File: src/rtl/k_sync_fifo_n.sv
// k_sync_fifo_n: single-clock FIFO with 2^ADDR_SIZE entries and first-word-fall-through reads.
// Ports:
//   clk, rst_n     - clock; asynchronous active-low reset
//   clr            - synchronous flush (empties FIFO, clears error flags)
//   wdata, wput    - write data / write request; accepted when wput & wrdy
//   wrdy           - FIFO not full
//   rdata, rget    - head-of-queue word / read request; pops when rget & rrdy
//   rrdy           - FIFO not empty
//   count          - occupancy 0..depth
//   afull, aempty  - count >= AFULL_TH / count <= AEMPTY_TH
//   ovf, udf       - sticky overflow / underflow flags
module k_sync_fifo_n #(
  parameter int unsigned DATA_SIZE = 8,
  parameter int unsigned ADDR_SIZE = 2,
  parameter int unsigned AFULL_TH  = 3,
  parameter int unsigned AEMPTY_TH = 1
) (
  input  logic                 clk,
  input  logic                 rst_n,
  input  logic                 clr,
  input  logic [DATA_SIZE-1:0] wdata,
  input  logic                 wput,
  output logic                 wrdy,
  output logic [DATA_SIZE-1:0] rdata,
  input  logic                 rget,
  output logic                 rrdy,
  output logic [ADDR_SIZE:0]   count,
  output logic                 afull,
  output logic                 aempty,
  output logic                 ovf,
  output logic                 udf
);

  localparam int unsigned DEPTH = 1 << ADDR_SIZE;
  localparam int unsigned PW    = ADDR_SIZE + 1;

  logic [DATA_SIZE-1:0] r_mem [DEPTH];
  logic [PW-1:0]        r_wptr;
  logic [PW-1:0]        r_rptr;
  logic                 r_ovf;
  logic                 r_udf;

  logic                 w_empty;
  logic                 w_full;
  logic                 w_wr_en;
  logic                 w_rd_en;
  logic [PW-1:0]        w_count;

  // Extra pointer MSB distinguishes full from empty when the index bits match.
  assign w_empty = (r_wptr == r_rptr);
  assign w_full  = (r_wptr[PW-1] != r_rptr[PW-1]) &&
                   (r_wptr[PW-2:0] == r_rptr[PW-2:0]);
  assign w_count = r_wptr - r_rptr;

  // Flush wins over both requests; blocked requests never move a pointer.
  assign w_wr_en = wput && !w_full  && !clr;
  assign w_rd_en = rget && !w_empty && !clr;

  // Storage array, deliberately not reset.
  always_ff @(posedge clk) begin
    if (w_wr_en) begin
      r_mem[r_wptr[PW-2:0]] <= wdata;
    end
  end

  // Pointers.
  always_ff @(posedge clk or negedge rst_n) begin
    if (!rst_n) begin
      r_wptr <= '0;
      r_rptr <= '0;
    end else if (clr) begin
      r_wptr <= '0;
      r_rptr <= '0;
    end else begin
      if (w_wr_en) r_wptr <= r_wptr + PW'(1);
      if (w_rd_en) r_rptr <= r_rptr + PW'(1);
    end
  end

  // Sticky error flags; requests in a flush cycle are not flagged.
  always_ff @(posedge clk or negedge rst_n) begin
    if (!rst_n) begin
      r_ovf <= 1'b0;
      r_udf <= 1'b0;
    end else if (clr) begin
      r_ovf <= 1'b0;
      r_udf <= 1'b0;
    end else begin
      if (wput && w_full)  r_ovf <= 1'b1;
      if (rget && w_empty) r_udf <= 1'b1;
    end
  end

  // Status outputs depend only on registered state.
  assign wrdy   = !w_full;
  assign rrdy   = !w_empty;
  assign count  = w_count;
  assign afull  = (w_count >= PW'(AFULL_TH));
  assign aempty = (w_count <= PW'(AEMPTY_TH));
  assign ovf    = r_ovf;
  assign udf    = r_udf;
  assign rdata  = r_mem[r_rptr[PW-2:0]];

endmodule

File: config.mk
export PLATFORM = sky130hd
export DESIGN_NAME = k_sync_fifo_n
export DESIGN_NICKNAME = d
export VERILOG_FILES = /design/src/rtl/k_sync_fifo_n.sv
export SDC_FILE = /design/constraint.sdc
export NUM_CORES = 1
export LEC_CHECK = 0
export ABC_CLOCK_PERIOD_IN_PS = 2690
export CAP_MARGIN = 0
export CELL_PAD_IN_SITES_DETAIL_PLACEMENT = 0
export CELL_PAD_IN_SITES_GLOBAL_PLACEMENT = 1
export CORE_MARGIN = 2
export CORE_UTILIZATION = 30
export DETAILED_ROUTE_END_ITERATION = 16
export GPL_ROUTABILITY_DRIVEN = 0
export GPL_TIMING_DRIVEN = 0
export PLACE_DENSITY_LB_ADDON = 0.1
export RECOVER_POWER = 25
export SYNTH_ARGS = -nofsm -noshare
export SYNTH_HDL_FRONTEND = slang
export SYNTH_SLANG_ARGS = --single-unit
export TNS_END_PERCENT = 100
File: constraint.sdc
create_clock -name clk -period 2.69 [get_ports clk]
set_input_delay 0.807 -clock clk [delete_from_list [all_inputs] [get_ports clk]]
set_output_delay 0.807 -clock clk [all_outputs]
set_load 0.005 [all_outputs]
==> key figures <==
Run status
  – Status: finished clean

Logic synthesis
  – Number of synthesis warnings: 0
  – Synth area leaders: edfxtp_1, dfrtp_1, mux4_2, ha_1, nand3_1
  – Post-synthesis simple-gate area fraction: 0.1048
  – Most used flip-flop cell after synthesis: edfxtp_1
  – Synthesized Nets: 139
  – Synth Area in Compound Gates: 0.05172
  – Post-Synth Adder-Cell Area: 0.05931
  – Seq/Total Area, Yosys: 0.6400
  – Top cell type's share of synthesized area: 0.5297
  – Post-synth EDFFs: 32
  – Area leader, netlist: edfxtp_1
  – Async set or reset register ratio after synthesis: 0.2000
  – Post-Synthesis Mean Instance Area: 15.37 um2
  – Largest family of logic cells by synthesized area: simple AND/OR/NAND/NOR gates
  – Synth Area in XOR/XNOR: 0.01862
  – Mapped Area: approximately 1800 um2
  – Mux cell area share after synthesis: 0.09931
  – Post-synth top cells: edfxtp_1, dfrtp_1, mux4_2, ha_1, nand3_1
  – Synth Instances: ~120
  – Most common cell in the netlist: edfxtp_1
  – Seq cells post-synth: 40
  – Synth cell types: 28

Floorplan
  – Initial Utilization: 0.3082
  – I/O Pins: 30
  – Site row count: 28
  – Die Ht: 81.77 um
  – Die area: between 6000 and 7000 um2
  – Core area: 5886 um2
  – Die width: about 80 um

Critical path
  – WP data required: 1.88 ns
  – Setup crit start kind: register
  – Largest stage delay, worst path: 0.49 ns
  – CP cell instances: buf_12 -> mux4_2 -> clkdlybuf4s50_1
  – Worst path slowest cell: mux4_2
  – Reg-to-reg slack, setup: between 0.6 and 0.7 ns
  – CP Capture Type: primary output
  – Arr. time, crit path: ~1.8 ns
  – CP delay by family, top: buffers and inverters
  – Buffers and inverters on the worst path: 2
  – CP Max Fanout: 5
  – Crit Path Class: reg2out

Timing
  – Setup Viol. Count Final: 0
  – PnR worst setup slack: between 0.06 and 0.07 ns
  – Clk_skew: between 0.0015 and 0.002 ns
  – Achievable Freq: 381.3 MHz
  – TNS Setup: 0 ns
  – Final Critical Period: 2.623 ns
  – Max-Slew Margin vs Limit: 0.5897
  – Slew Viols, Final: 0
  – Slew @ Worst Pin: between 0.6 and 0.7 ns
  – Final Hold Fails: 0
  – Final worst-path cycle share: 0.9749

Run
  – Total of max-cap violations: 0

Power
  – Maximum VDD drop: between 0.0005 and 0.0006 V
  – P per Cell Area: 1061 nW/um2
  – Leakage: 0.9340 nW

Route
  – Via density: roughly 4.8
  – Routed vias: 1145
  – # DRC: 0
  – Router iterations before antenna repair: 4
  – Antenna-violating nets left: 0
  – DRT Wirelength: 3.891 mm
  – 1st-iter DRT viols: 85
  – Average wire per standard cell: 16.42 um

Place
  – Post-DP HPWL: around 2.6 mm
  – Cell count after placement: roughly 220
  – PortBufs: 26
  – Pre-CTS setup slack: -0.2981 ns

Global route
  – Total gr overflow: 0
  – Antenna violations before repair: 0
  – Total Routing Usage GR: 0.1341
  – Vias in the first global route: 1215
  – Largest net degree at the start of global routing: 14
  – First-pass GRT wire length: about 6.4 mm

Cells and area
  – Nets: ~180
  – Area of the multi-input gates: 654.4 um2
  – Flip-flop and latch area: 1164 um2
  – Share of cells above drive strength 1: 0.2593
  – Non-Filler Instances: between 200 and 250
  – Area Overhead vs Synth: 35.17%
  – Inserted Diodes: 0
  – Fillers: between 500 and 600
  – Fin util: 0.4167

Clock network
  – CTS tree: yes
  – Clock Tree Buf Depth: 2
  – Reg clk slew, reported paths: about 0.080 ns
  – Root Buffer: clkbuf_8
  – CTS sink count: 40
  – CTS Buf Count: 5
  – H-tree levels: 2
  – Clk_lat worst skew: between 0.2 and 0.3 ns

Hold path
  – Worst Hold Class: reg2reg
## power by group
group,switching (W),total [W],internal [W]
Clock,0.000211,0.000485,0.000275
Combinational,0.000557,0.00130,0.000741
Sequential,0.0000635,0.000817,0.000754
Total,0.000831,0.00260,0.00177
## worst min-delay path, cell delays in order, from the launching register on
cell     delay [ns]
dfrtp_1        0.35
a31oi_1        0.05
nor2_1         0.07
## per-layer routing
layer  routed length [um]  global-route usage  vias up  part of all wire
met5                    0                   0        -                 0
met2                 1957              0.2130       23              0.50
met1                 1759              0.1748      578              0.45
met4                   28             0.04500        0            0.0072
li1                     -                   -      542                 -
met3                  146             0.04066        2             0.038
## cell families (layout without fill, tap and decap cells)
family,count (synthesis),after routing
and+or+nand+nor,33,33
buffers and inverters,12,56
muxes,8,8
AOI/OAI and AO/OA,14,14
xor gates and xnor gates,3,3
DFF,40,40
adders and majority gates,8,8
## stage by stage
| step | area (um2) | power, W | hold WS [ns] |
|---|---|---|---|
| 6_report | 2452 | 0.002601 | 0.5035 |
| 3_5_place_dp | 2168 | 0.001939 | 0.4874 |
| 5_1_grt | 2452 | 0.002797 | 0.5710 |
| 4_1_cts | 2412 | 0.002616 | 0.5096 |
| 3_3_place_gp | 2168 | 0.001924 | 0.4805 |
| 2_1_floorplan | 1814 | 0.001379 | 0.4860 |
## worst paths after layout
check / startpoint / to / cells after the start
worst min register to register: ovf / ovf / 2
worst max register to register: r_rptr[1] / r_mem[0][2] / 7
worst min-delay path: ovf / ovf / 2
min in group asynchronous: rst_n / r_wptr[2] / 1
max in group asynchronous: rst_n / r_rptr[0] / 1
worst max-delay path: r_rptr[0] / rdata[5] / 3
## placed cells by master (no fill, tap or decap), types with 5 or more instances in the layout
cell type	count
nor2_1	5
edfxtp_1	32
dlygate4sd2_1	5
dfrtp_1	6
ha_1	5
buf_4	9
nand3_1	7
mux4_2	8
clkbuf_8	5
dlygate4sd3_1	5
a31oi_1	5
clkdlybuf4s50_1	9
## timing repair
| action | 4_1_cts | 5_1_grt |
|---|---|---|
| resized for setup | 32 | 8 |
| pin swaps | 3 | 3 |
| endpoints found under the setup margin | 13 | 10 |
| hold buffers | 0 | 0 |
| setup buffers | 6 | 4 |
| gates cloned | 1 | 0 |
## area by class of cell
cell class | count | area share
plain buffers | 7 | 0.02194
repair buffers | 36 | 0.1444
clock inverters | 3 | 0.01735
inverters | 5 | 0.008673
multi-input cells | 66 | 0.2668
clock buffers | 5 | 0.02806
well taps | 75 | 0.03827
flip-flops and latches | 40 | 0.4745
## flip-flops by register name, indices dropped and copies added, names as in the netlist
register	flops
udf	1
r_rptr	3
r_wptr	3
ovf	1
r_mem	32
Power figures use the tool's default switching activity.
